**config.mk**
```make
export PLATFORM = sky130hd
export DESIGN_NAME = if_id_queue
export DESIGN_NICKNAME = d
export VERILOG_FILES = /design/src/rtl/if_id_queue.sv
export SDC_FILE = /design/constraint.sdc
export NUM_CORES = 1
export LEC_CHECK = 0
export ABC_AREA = 1
export CORE_ASPECT_RATIO = 1.75
export CORE_MARGIN = 2
export CORE_UTILIZATION = 55
export DETAILED_ROUTE_END_ITERATION = 8
export PLACE_DENSITY = 0.8
export SETUP_SLACK_MARGIN = 0.1
export SLEW_MARGIN = 10
export SYNTH_ARGS = -nofsm -noshare
export SYNTH_HDL_FRONTEND = slang
export SYNTH_SLANG_ARGS = --single-unit
```
**constraint.sdc**
```tcl
create_clock -name clk -period 7.6 [get_ports clk]
set_input_delay 1.52 -clock clk [delete_from_list [all_inputs] [get_ports clk]]
set_output_delay 1.52 -clock clk [all_outputs]
set_load 0.005 [all_outputs]
```
**src/rtl/if_id_queue.sv**
```systemverilog
// IF/ID pipeline buffer: DEPTH-entry FIFO of {pc, inst} pairs with flush.
// Ports: clk, rst, flush, if_valid/if_ready/if_pc/if_inst, id_valid/id_ready/id_pc/id_inst, count.
module if_id_queue #(
   parameter int ADDR_W = 32,
   parameter int INST_W = 32,
   parameter int DEPTH  = 4,
   localparam int CNT_W = $clog2(DEPTH) + 1
) (
   input  logic              clk,
   input  logic              rst,
   input  logic              flush,
   input  logic              if_valid,
   output logic              if_ready,
   input  logic [ADDR_W-1:0] if_pc,
   input  logic [INST_W-1:0] if_inst,
   output logic              id_valid,
   input  logic              id_ready,
   output logic [ADDR_W-1:0] id_pc,
   output logic [INST_W-1:0] id_inst,
   output logic [CNT_W-1:0]  count
);

   localparam int PTR_W = $clog2(DEPTH);

   logic [ADDR_W-1:0] pc_mem   [DEPTH];
   logic [INST_W-1:0] inst_mem [DEPTH];
   logic [PTR_W-1:0]  wr_ptr;
   logic [PTR_W-1:0]  rd_ptr;
   logic              push;
   logic              pop;

   // Ready comes only from registered occupancy, so a pop while full
   // does not open a slot in the same cycle.
   assign if_ready = (count != CNT_W'(DEPTH));
   assign id_valid = (count != '0);
   assign push     = if_valid & if_ready;
   assign pop      = id_valid & id_ready;

   // Empty buffer presents a zero bubble to decode.
   assign id_pc   = id_valid ? pc_mem[rd_ptr]   : '0;
   assign id_inst = id_valid ? inst_mem[rd_ptr] : '0;

   always_ff @(posedge clk) begin
      if (rst) begin
         wr_ptr <= '0;
         rd_ptr <= '0;
         count  <= '0;
      end else if (flush) begin
         wr_ptr <= '0;
         rd_ptr <= '0;
         count  <= '0;
      end else begin
         if (push) wr_ptr <= wr_ptr + PTR_W'(1);
         if (pop)  rd_ptr <= rd_ptr + PTR_W'(1);
         unique case ({push, pop})
            2'b10:   count <= count + CNT_W'(1);
            2'b01:   count <= count - CNT_W'(1);
            default: count <= count;
         endcase
      end
   end

   // Storage needs no reset; pointers and count define what is valid.
   always_ff @(posedge clk) begin
      if (!rst && !flush && push) begin
         pc_mem[wr_ptr]   <= if_pc;
         inst_mem[wr_ptr] <= if_inst;
      end
   end

endmodule

```
* Yosys cells after proc, flatten, opt, wreduce, memory -nomap -nowiden
Memory sizes are Yosys's and may differ from the RTL's. A register that Yosys moved wholly into a read port is not among the register bits.
Cells that the tools add are included.
** Storage, ports and cells
- Logic and storage cells :: 30
- Latch bits :: 0
- Memory bits (read-only) :: 0
- Memories :: 2
- Register bits after elaboration :: 7
- Bits in writable memories :: 256
- Bits of input ports :: 69
- Output and inout bits :: 69
** Memory list
- inst_mem :: depth 4, bits a word 32, read ports 1, clocked after memory_dff 1, wr ports 1, line 26 : logic [INST_W-1:0] inst_mem [DEPTH];
- pc_mem :: depth 4, bits a word 32, read ports 1, clocked after memory_dff 1, wr ports 1, line 25 : logic [ADDR_W-1:0] pc_mem [DEPTH];
** Operators by class
- $lt $le $gt $ge :: 0
- Divide/modulo/power cells :: 0
- Reductions and logical operators :: 7
- $mul :: 0
- Equal/unequal tests :: 3
- Bitwise operators :: 2
- Mux-type cells :: 9
- $add $sub $neg :: 4
- Shift operators :: 0
** Operator list (number)
- two-way mux 32 bit :: 2
- two-way mux 2 bit :: 4
- one-hot mux 3 bit (2 select lines) :: 1
- adder 2 x 1 -> 2 bit (second input constant) :: 2
- adder 3 x 1 -> 3 bit (second input constant) :: 1
- inequality test 3 bit (second input constant) :: 1
- nonzero test 3 bit :: 1
- subtractor 3 x 1 -> 3 bit (second input constant) :: 1
- AND 1 bit :: 2
- equality test 2 x 1 -> 1 bit (second input constant) :: 1
- equality test 2 bit (second input constant) :: 1
- logical AND 1 bit :: 2
- zero test 1 bit :: 2
- two-way mux 1 bit :: 2
- nonzero test 2 bit :: 1
- OR reduction 2 bit :: 1

* Logic depth before layout (Yosys ltp)
- Depth in word-level cells :: 5
- Mapped depth :: 14
- Mapped depth without buffers :: 13

* Worst setup path after synthesis
No wires, ideal clock.
- Path type :: input -> register
- Start :: in rst
- End :: mem inst_mem[0][0], enable pin
- Data required time :: 7.113 ns
- Slack :: 2.423 ns
- Setup time :: 0.487 ns
- Arrival :: 4.690 ns
- Stages :: 3
- Path through :: nor2_1 > nand3_1 > nor2_1
** On the way
- Word-level cells in the longest chain between the ends :: 5
** Ends and longest elaborated chain
- start, declared :: line 10 : input logic rst,
- zero test 1 bit :: line 65 : if (!rst && !flush && push) begin
- logical AND 1 bit (2 in series) :: line 65
- two-way mux 1 bit :: line 65
- two-way mux 1 bit (implied by the code) :: line 67 : inst_mem[wr_ptr] <= if_inst;
- end, declared :: line 26
No other way between the ends.

==> impl_metrics.py <==
metrics = {
    "finish": {
        "drive_gt1_frac": 0.0499,
        "final_nets": 1084,
        "multi_input_area_mm2": 0.00237,
        "design_area_mm2": 0.0128,
        "regArea_mm2": 0.00787,
        "fillers": 1322,
        "area_growth_pct": 20.6,
        "n_antenna_cell": 0,
    },
    "route": {
        "dr.pass1.iters": 5,
        "detail-route-antenna-nets": 0,
        "route.detailed.drc": 0,
        "wl_um": 22000,
        "wire_per_inst_um": 17.4,
        "via_count": 6901,
        "drtIter0Drc": 493,
        "viasPerCell": 5.46,
    },
    "cts": {
        "root_buffer": "clkbuf_16",
        "clk_pin_slew_ns": 0.07,
        "insertion_delay_ns": 0.50,
        "cts_resized": 0,
        "cts_made_buffers": 22,
        "cts_setup_buffers": 0,
        "cts_hold_buf": 0,
        "cts_max_level": 1,
        "clock-sinks": 265,
        "cts_buffer_depth": 3,
        "tritoncts": "done",
    },
    "synthesis": {
        "synth_xor_area_frac": 0,
        "netlist_instances": 889,
        "synth_compound_area_frac": 0.0642,
        "syn_nets": 964,
        "synth_top_area_share": 0.725,
        "synth_area_mm2": 0.0106,
        "yosysTopAreaCell": "edfxtp_1",
        "ys_seq_area_frac": 0.742,
        "synthDistinctLibCells": 20,
        "synth_top_cells_by_count": "nand2_1 (267), edfxtp_1 (256), nor2_1 (140), a21oi_1 (70), o21ai_0 (62)",
        "synth_top_family_by_area": "simple AND/OR/NAND/NOR gates",
        "synth-seq-cells": 265,
        "synthAdderAreaFrac": 0.00779,
        "synthSimpleGateAreaFrac": 0.149,
        "async_flop_share": 0,
        "synthTopCellsByArea": "edfxtp_1 (73%), nand2_1 (9.5%), nor2_1 (5.0%), a21oi_1 (3.3%), o21ai_0 (2.9%)",
        "synthMuxAreaShare": 0,
        "synth.avg_cell_area_um2": 11.9,
        "yosys_warnings": 0,
        "yosysMostFrequentCell": "nand2_1",
        "ys.flop_type": "edfxtp_1",
        "synth-edff-count": 256,
    },
    "timing": {
        "setup_viol": 0,
        "max_slew_margin": 0.355,
        "fin_setup_tns_ns": 0,
        "report.final.slew_viol_count": 0,
        "hold_viol": 0,
        "period_share": 0.672,
        "tightest_slew_ns": 0.968,
        "fmax_mhz": 196,
        "skew_ns": 0.00849,
        "period_needed_ns": 5.10,
        "rsz0062_at_grt": "false",
    },
    "power_and_ir_drop": {
        "power.density_mw_per_mm2": 234,
        "leakagePower_nw": 4.63,
        "vdd_drop_max_v": 0.000249,
    },
    "die": {
        "die-area_mm2": 0.0204,
        "core_area_mm2": 0.0190,
        "dieHeight_um": 188,
        "io_pins": 138,
        "num_rows": 67,
        "die_w_um": 109,
        "start_util": 0.557,
    },
    "place": {
        "placed_area_mm2": 0.0120,
        "dp_hpwl_um": 12800,
        "place_congestion": 0.778,
        "portBuffers": 137,
    },
    "status": {
        "status": "completed",
    },
    "hold_path": {
        "hold_depth": 2,
        "worstHoldPathType": "reg -> reg",
    },
    "grt": {
        "grt_pass1_vias": 6764,
        "overflow": 0,
        "antenna_found_initial": 0,
        "grt_max_degree": 91,
        "grt_use_total": 0.217,
        "grt_pass1_wl_um": 33900,
    },
    "critical_path": {
        "cpPeakStageDelay_ns": 0.86,
        "cp.buffers_inverters": 3,
        "cp-end-kind": "output pin",
        "reg2regPathDepth": 5,
        "crit_type": "reg -> out",
        "slowest_stage": "clkinv_2",
        "cp_data_arrival_time_ns": 3.58,
        "path_cells": "clkinv_2 > buf_4 > o21ai_0 > a21oi_1 > clkdlybuf4s50_1",
        "path_max_fanout": 73,
        "cp-start-kind": "register",
        "cp_data_required_time_ns": 6.08,
        "cp_top_family": "buffers and inverters",
        "path_depth": 5,
    },
    "flow_run": {
        "maxCapViolCount": 0,
    },
}
-- final cells by class --
class / instances / area share
Sequential cell: 265 / 0.616
Multi-Input combinational cell: 557 / 0.185
Timing Repair Buffer: 145 / 0.112
Clock buffer: 25 / 0.0456
Tap cell: 241 / 0.0236
Clock inverter: 13 / 0.0120
Inverter: 18 / 0.00558
-- path summary, 6_finish.rpt --
path / startpoint / to / slack, ns
setup / recovery: register / id_pc[17] / 2.50
hold / removal: rd_ptr[0] / rd_ptr[0] / 0.50
setup reg to reg: count[1] / inst_mem[0][3] / 4.72
hold reg to reg: rd_ptr[0] / rd_ptr[0] / 0.50
-- logic make-up (layout without fill, tap and decap cells) --
group	count (synthesis)	count (layout)
and+or+nand+nor	415	415
DFF	265	265
AOI/OAI and AO/OA	136	136
buffers and inverters	67	201
adders and majority gates	6	6
-- sequential cells by signal, indices dropped and copies added (netlist names), named ones only --
register,count
count,3
rd_ptr,2
pc_mem,128
inst_mem,128
wr_ptr,2
-- through the flow --
stage / setup slack (ns) / util / hold WS [ns] / power, mW / instances
finish: 2.50 / 0.672 / 0.496 / 2.99 / 1264
detailed placement: 2.97 / 0.633 / 0.479 / 1.88 / 1226
CTS: 2.42 / 0.672 / 0.498 / 3.01 / 1264
global route: 2.27 / 0.672 / 0.536 / 3.08 / 1264
floorplan: 2.42 / - / 0.448 / 1.75 / 889
global placement: 3.03 / 0.633 / 0.464 / 1.87 / 1226
-- cells in the final DEF, fill, tap and decap left out, drive strengths merged --
master / n
a21oi: 70
buf: 8
bufinv: 3
clkbuf: 25
clkdlybuf4s50: 137
clkinv: 8
clkinvlp: 2
dfxtp: 9
edfxtp: 256
fa: 1
ha: 5
inv: 18
nand2: 267
nand3: 6
nand3b: 1
nand4: 1
nor2: 140
o21ai: 66
-- tightest hold or removal path: stages (launching register included) --
cell,delay [ns]
dfxtp_1,0.33
a21oi_1,0.06
nor2_1,0.07
-- where the power goes --
part | total [mW] | leakage, nW | switching, mW | internal [mW]
combinational | 0.222 | 1.89 | 0.118 | 0.104
sequential | 1.63 | 2.39 | 0.00733 | 1.62
clock | 1.14 | 0.356 | 0.486 | 0.657
-- layer usage --
| metal | part of all wire | global-route usage | up-vias |
|---|---|---|---|
| met4 | 0.042 | 0.0981 | 0 |
| met1 | 0.35 | 0.242 | 3339 |
| met3 | 0.058 | 0.0275 | 57 |
| met5 | 0 | 0 | - |
| li1 | - | - | 3273 |
| met2 | 0.55 | 0.399 | 232 |
Power figures use the tool's default switching activity.
